**src/rtl/program_loader_pkg.sv**
```systemverilog
// Shared types and constants for the program loader.
// Optional macro PROGRAM_LOADER_CHECKSUM_EN enables the CHECK state in the top.
package program_loader_pkg;

    typedef enum logic [2:0] {
        IDLE,
        LEN,
        DATA,
        WRITE,
        CHECK,
        DONE,
        ERROR
    } loader_state_t;

    localparam int BYTES_PER_WORD = 4;
    localparam int LEN_MIN        = 1;

endpackage

```
**src/rtl/byte_assembler.sv**
```systemverilog
// Assembles little-endian 32-bit words from a byte stream; word_valid is combinational
// on the transfer of the 4th byte so the caller can register the word that same edge.
module byte_assembler
    import program_loader_pkg::*;
(
    input  logic        clk,
    input  logic        reset,
    input  logic        clear,
    input  logic        i_byte_en,
    input  logic [7:0]  i_byte_data,
    output logic [31:0] word,
    output logic        word_valid
);

    localparam int CNT_W = $clog2(BYTES_PER_WORD);

    logic [CNT_W-1:0] r_count;
    logic [31:0]      r_shift;

    // NOTE: sequential state uses non-blocking assignments so every flop samples pre-edge values.
    always_ff @(posedge clk) begin
        if (reset || clear) begin
            r_count <= '0;
            r_shift <= '0;
        end else if (i_byte_en) begin
            r_count <= r_count + 1'b1;
            r_shift <= {i_byte_data, r_shift[31:8]};
        end
    end

    assign word_valid = i_byte_en && (r_count == CNT_W'(BYTES_PER_WORD - 1));
    assign word       = {i_byte_data, r_shift[31:8]};

endmodule

```
**src/rtl/program_loader.sv**
```systemverilog
// Serial boot loader: length word, then N data words written to program memory.
// Define PROGRAM_LOADER_CHECKSUM_EN to require a trailing mod-2^32 checksum word.
module program_loader
    import program_loader_pkg::*;
#(
    parameter int MEMORY_DEPTH = 32,
    parameter int DATA_WIDTH   = 32
) (
    input  logic                            clk,
    input  logic                            reset,
    input  logic                            start,
    input  logic                            byte_valid,
    input  logic [7:0]                      byte_data,
    output logic                            byte_ready,
    output logic                            WriteEnable,
    output logic [DATA_WIDTH-1:0]           WriteAddress,
    output logic [DATA_WIDTH-1:0]           WriteData,
    output logic                            cpu_hold,
    output logic                            done,
    output logic                            error,
    output logic [$clog2(MEMORY_DEPTH+1)-1:0] loaded_words
);

    localparam int CNT_W = $clog2(MEMORY_DEPTH + 1);

    loader_state_t    r_state, w_next;
    logic [31:0]      r_len, r_word;
    logic [CNT_W-1:0] r_loaded;
    logic             w_start_ok, w_xfer, w_word_valid, w_last;
    logic [31:0]      w_word;

    assign w_start_ok = start && (r_state inside {IDLE, DONE, ERROR});
    assign byte_ready = r_state inside {LEN, DATA, CHECK};
    assign w_xfer     = byte_valid && byte_ready;
    assign w_last     = (32'(r_loaded) + 32'd1) >= r_len;

    byte_assembler u_asm (
        .clk        (clk),
        .reset      (reset),
        .clear      (w_start_ok),
        .i_byte_en  (w_xfer),
        .i_byte_data(byte_data),
        .word       (w_word),
        .word_valid (w_word_valid)
    );

`ifdef PROGRAM_LOADER_CHECKSUM_EN
    logic [31:0] r_sum;

    always_ff @(posedge clk) begin
        if (reset || w_start_ok) r_sum <= '0;
        else if (r_state == WRITE) r_sum <= r_sum + r_word;
    end
`endif

    // NOTE: next state defaults to the current state first, so no path leaves it unassigned (no latch).
    always_comb begin
        w_next = r_state;
        unique case (r_state)
            IDLE, DONE, ERROR: if (start) w_next = LEN;
            LEN: if (w_word_valid)
                w_next = (w_word < 32'(LEN_MIN) || w_word > 32'(MEMORY_DEPTH)) ? ERROR : DATA;
            DATA: if (w_word_valid) w_next = WRITE;
            WRITE: begin
                if (!w_last) w_next = DATA;
                else begin
`ifdef PROGRAM_LOADER_CHECKSUM_EN
                    w_next = CHECK;
`else
                    w_next = DONE;
`endif
                end
            end
`ifdef PROGRAM_LOADER_CHECKSUM_EN
            CHECK: if (w_word_valid) w_next = (w_word == r_sum) ? DONE : ERROR;
`endif
            default: w_next = IDLE;
        endcase
    end

    always_ff @(posedge clk) begin
        if (reset) begin
            r_state  <= IDLE;
            r_len    <= '0;
            r_word   <= '0;
            r_loaded <= '0;
        end else begin
            r_state <= w_next;
            if (w_start_ok) r_loaded <= '0;
            else if (r_state == WRITE) r_loaded <= r_loaded + 1'b1;
            if (r_state == LEN && w_word_valid) r_len <= w_word;
            if (r_state == DATA && w_word_valid) r_word <= w_word;
        end
    end

    // Outputs decode the state flop; address and data are zero outside WRITE.
    assign WriteEnable  = (r_state == WRITE);
    assign WriteAddress = WriteEnable ? (DATA_WIDTH'(r_loaded) << 2) : '0;
    assign WriteData    = WriteEnable ? DATA_WIDTH'(r_word) : '0;
    assign cpu_hold     = !(r_state inside {IDLE, DONE});
    assign done         = (r_state == DONE);
    assign error        = (r_state == ERROR);
    assign loaded_words = r_loaded;

endmodule
```
**config.mk**
```make
export PLATFORM = sky130hd
export DESIGN_NAME = program_loader
export DESIGN_NICKNAME = d
export VERILOG_FILES = /design/src/rtl/program_loader_pkg.sv /design/src/rtl/byte_assembler.sv /design/src/rtl/program_loader.sv
export SDC_FILE = /design/constraint.sdc
export NUM_CORES = 1
export LEC_CHECK = 0
export ABC_AREA = 1
export BUFFER_PORTS_ARGS = -buffer_cell sky130_fd_sc_hd__buf_2
export CAP_MARGIN = 25
export CORE_UTILIZATION = 42
export DETAILED_ROUTE_END_ITERATION = 8
export PLACE_DENSITY = 0.69
export SETUP_SLACK_MARGIN = 0.05
export SYNTH_ARGS = -nofsm -noshare
export SYNTH_HDL_FRONTEND = slang
export SYNTH_SLANG_ARGS = --single-unit
```
**constraint.sdc**
```tcl
create_clock -name clk -period 2.9 [get_ports clk]
set_clock_uncertainty 0.05 [all_clocks]
set_input_delay 0.29 -clock clk [delete_from_list [all_inputs] [get_ports clk]]
set_output_delay 0.29 -clock clk [all_outputs]
set_load 0.1 [all_outputs]
```
# Word level (Yosys, flattened, before mapping)
# Index checks and enable logic that the tools add are counted.
# Widths: inputs -> output; s select.
# classes
add_sub_neg,3
n_lt_le_gt_ge,3
reduce_logical,15
muxes,8
n_eq_ne,10
# ops
op,n
$ge 7x32->1,1
$gt 32x6->1 const B,1
$lt 32x1->1 const B,1
$mux 32,1
$mux 3,5
$pmux 3 s4,1
$eq 3x3->1 const B,3
$mux 8,1
$add 6x1->7 const B,1
$add 6x1->6 const B,1
$eq 3x2->1 const B,2
$ne 2x2->1 const B,3
$reduce_bool 3->1,2
$logic_and 1x1->1,5
$eq 3x1->1 const B,1
$logic_not 3->1,1
$reduce_and 3->1,1
$reduce_or 3->1,1
$add 2x1->2 const B,1
$eq 2x2->1 const B,1
$logic_or 1x1->1,2
$reduce_bool 2->1,1
$reduce_or 2->1,1
$logic_not 1->1,1
# word_totals
reg_bits,107
wordCells,45
out_inout_bits,75

# Longest topological paths before layout
# depth
depth_word,6
ltp_mapped,17
mapped_depth_nobuf,17

# Cells and area by module
# From an unflattened synthesis, not the netlist that was laid out.
# unflattened
hier_cells,703
hier_area_um2,5058.6
# modules_own_cells
module,n_inst,cells_per_inst,seq_area_each_um2,area_per_inst_um2
program_loader,1,528,1461.4,3896.2
byte_assembler,1,175,520.5,1162.4

# Worst setup path after synthesis
# No wires, ideal clock.
# synth_path
path_type,reg-to-output
from,register r_state[1]
to,output WriteAddress[3]
setup_slack_ns,-0.812
arrival_time_ns,3.372
stages_incl_launch_ff,6
t_required_ns,2.560
path_cell_list,dfxtp_1 -> nand2_1 -> nor2_2 -> clkinv_1 -> clkbuf_1 -> nor2_1
# synth_via
elab_chain_cells,2
# synth_lines
element,line_no,rtl
from (decl),program_loader.sv:26,"loader_state_t r_state, w_next;"
from (signal assigned),program_loader.sv:88,r_state <= w_next;
$eq 3x2->1,program_loader.sv:97,assign WriteEnable = (r_state == WRITE);
via WriteEnable,program_loader.sv:15,"output logic WriteEnable,"
$mux 8,program_loader.sv:98,assign WriteAddress = WriteEnable ? (DATA_WIDTH'(r_loaded) << 2) : '0;
to (decl),program_loader.sv:16,"output logic [DATA_WIDTH-1:0] WriteAddress,"
# The timed path passes the listed nets, and every way through them passes these cells.

# Final worst setup path
# layout_path
from,register r_state[1]
to,output WriteAddress[2]
# layout_via
elab_chain_cells,2
# layout_lines
element,line_no
$eq 3x2->1,program_loader.sv:97
$mux 8,program_loader.sv:98
# No other way between the ends.

==> metrics.md <==
| Metric | Value |
|---|---|
| Htree depth | `3` |
| Dpl cells | `852` |
| Met3 track demand over resource | `0.0464` |
| Slew of the pin with the lowest slew margin | `0.662 ns` |
| Starting density of the core | `0.434` |
| Critical path class | `register to output pin` |
| Final Setup Violations | `0` |
| Area growth, synth to finish | `14.2%` |
| Leak Pwr | `2.12 nW` |
| CTS resizes | `0` |
| Longest Clk Path Bufs | `2` |
| Die ar. | `11700 sq um` |
| GRT Max-Usage Layer | `met2` |
| Final min period | `2.47 ns` |
| Largest net degree at the start of global routing | `67` |
| Seq/Total Area, Yosys | `0.417` |
| Class of the worst hold path | `input pin to register` |
| Sink Count | `99` |
| Yosys cell types | `27` |
| Port buffer count | `60` |
| Global routing usage on met2 | `0.339` |
| Endpoint class of the critical path | `output pin` |
| Delay-heaviest family, CP | `buffers and inverters` |
| CTS root buf | `clkbuf_16` |
| CP cell instances | `nand2_1 > nor2_4 > inv_2 > buf_12 > nor2_2 > buf_2` |
| Fin cells | `869` |
| Reg2reg setup slack | `0.68 ns` |
| Ys flop type | `dfxtp_1` |
| Final hold vios | `0` |
| Synthesis Warnings | `0` |
| Layout cells sized above 1 | `0.185` |
| Synth top area share | `0.417` |
| Status | `completed` |
| Post-synth ARST share | `0` |
| Pre-antenna DRT Iters | `4` |
| DRC errors left | `0` |
| Initial antenna violation count | `0` |
| DR WL/cell | `12.4 microns` |
| Fmax achieved | `405 MHz` |
| GPL Wtd Cong | `0.850` |
| CTS Hold Buffers Added | `0` |
| Sum Neg Setup Slack | `0 ns` |
| CP max stage delay | `0.43 ns` |
| Row count | `38` |
| Initial DRC Count | `248` |
| Post-layout net count | `745` |
| Via density | `4.92` |
| Grt ovf | `0` |
| Worst EP arrival | `2.13 ns` |
| GRT Util Overall | `0.198` |
| Number of synthesized flops with an enable pin | `0` |
| Most area-consuming cells after synthesis | `dfxtp_1, nand2_1, a21oi_1, nor2_1, nand3_1` |
| Buf/Inv on CP | `3` |
| Ports | `87` |
| Relative slew slack | `0.559` |
| Slowest CP cell | `buf_2` |
| CTS tree | `done` |
| Max_cap viols | `0` |
| Area leader, netlist | `dfxtp_1` |
| Maximum vdd drop | `0.345 mV` |
| Die X | `108 microns` |
| DRT Wirelength | `10800 microns` |
| Clk_lat worst skew | `0.34 ns` |
| Worst Setup Start Kind | `register` |
| Count leader, synth | `nand2_1` |
| Mapped Cells | `684` |
| Unrepaired setup endpoints after global routing | `no` |
| Antenna fix cells | `0` |
| Die H | `108 microns` |
| Post-Synthesis Cell Area | `4750 sq um` |
| Num CTS Buffers | `9` |
| PwrDens | `751 nW/um^2` |
| Crit-path max FO | `32` |
| Vias in the first global route | `3923` |
| Core Area | `10900 sq um` |
| Via count | `4275` |
| # Post-CTS Setup Buffers | `0` |
| Worst path required time | `2.56 ns` |
| Yosys reg bits | `99` |
| ANT nets after route | `0` |
| Commonest cells in the netlist | `nand2_1, dfxtp_1, nor2_1` |
| Syn_area_per_cell | `6.94 sq um` |
| Slew Viols, Final | `0` |
| Clock-pin slew of the registers on the worst-case setup and hold paths | `0.06 ns` |
| First-pass GRT wire length | `18300 microns` |
| Final Cycle Share | `0.850` |
| Met1 usage | `0.245` |
| HPWL after DPL | `7420 microns` |
## final cells by class
class,count,area (sq um)
fill,1094,5520
multi-input combinational,470,2260
sequential,99,1980
timing repair buffer,69,380
inverter,75,282
clock buffer,12,246
tap,140,175
clock inverter,4,97.6
## cells by family after synthesis
family | count (synthesis) | synth area share
and+or+nand+nor | 327 | 0.284
AOI/OAI and AO/OA | 107 | 0.122
buffers and inverters | 140 | 0.150
other | 1 | 0.000790
adders and majority gates | 9 | 0.0237
xor gates and xnor gates | 1 | 0.00184
DFF | 99 | 0.417
## state kept, by name, summed over array words and instances (netlist names)
name	cells
r_len	32
loaded_words	6
r_state	3
r_word	32
u_asm.r_count	2
u_asm.r_shift	24
## layer usage
metal	vias to the layer above	routed length [microns]
met1	1955	5000
met4	0	149
met5	-	0
met2	111	5130
li1	2197	-
met3	12	483
## final timing paths
check,start,end,depth (start not counted)
min,reset,r_state[1]$_SDFFE_PP0P_,4
max,r_state[1]$_SDFFE_PP0P_,WriteAddress[2],6
min reg2reg,r_len[14]$_SDFFE_PP0P_,r_len[14]$_SDFFE_PP0P_,2
max reg2reg,loaded_words[0]$_SDFFE_PP0P_,r_state[1]$_SDFFE_PP0P_,14
## placed cells by master, fill, tap and decap left out, types with 3 or more instances in the layout
master | Yosys | final
buf_4 | 26 | 8
a211oi_1 | 13 | 13
o21ai_0 | 3 | 3
conb_1 | 1 | 26
bufinv_16 | 0 | 3
ha_1 | 9 | 9
nand2_1 | 150 | 150
buf_2 | 9 | 60
nor2_4 | 1 | 3
dfxtp_1 | 99 | 99
nand3_1 | 69 | 69
nand4_1 | 4 | 4
inv_1 | 70 | 70
inv_2 | 4 | 5
a21oi_1 | 88 | 88
nor2_1 | 97 | 57
clkbuf_16 | 0 | 9
nor2_2 | 1 | 39
## per-stage QoR
| step | util | total power [mW] | setup WS [ns] | instance area, sq um | hold WS [ns] |
|---|---|---|---|---|---|
| finish | 0.496 | 4.07 | 0.434 | 5420 | 0.167 |
| detailed placement | 0.462 | 2.73 | 0.612 | 5060 | 0.402 |
| floorplan | - | 2.54 | -0.0230 | 4950 | 0.384 |
| global route | 0.496 | 4.27 | 0.245 | 5420 | 0.176 |
| global placement | 0.462 | 2.70 | 0.756 | 5060 | 0.399 |
| CTS | 0.494 | 4.09 | 0.233 | 5400 | 0.158 |
## where the power goes
group          internal, mW  total [mW]  leakage, nW  switching [mW]
Combinational         0.225        1.15         1.16           0.925
Clock                 0.867        1.36        0.163           0.494
Sequential             1.45        1.56        0.799           0.111
Total                  2.54        4.07         2.12            1.53
## tightest hold or removal path, cell delays in order
cell,delay [ns]
buf_2,0.09
inv_1,0.04
nand2_1,0.05
a21oi_1,0.03
Note: power is estimated with default switching activity, not from simulation.
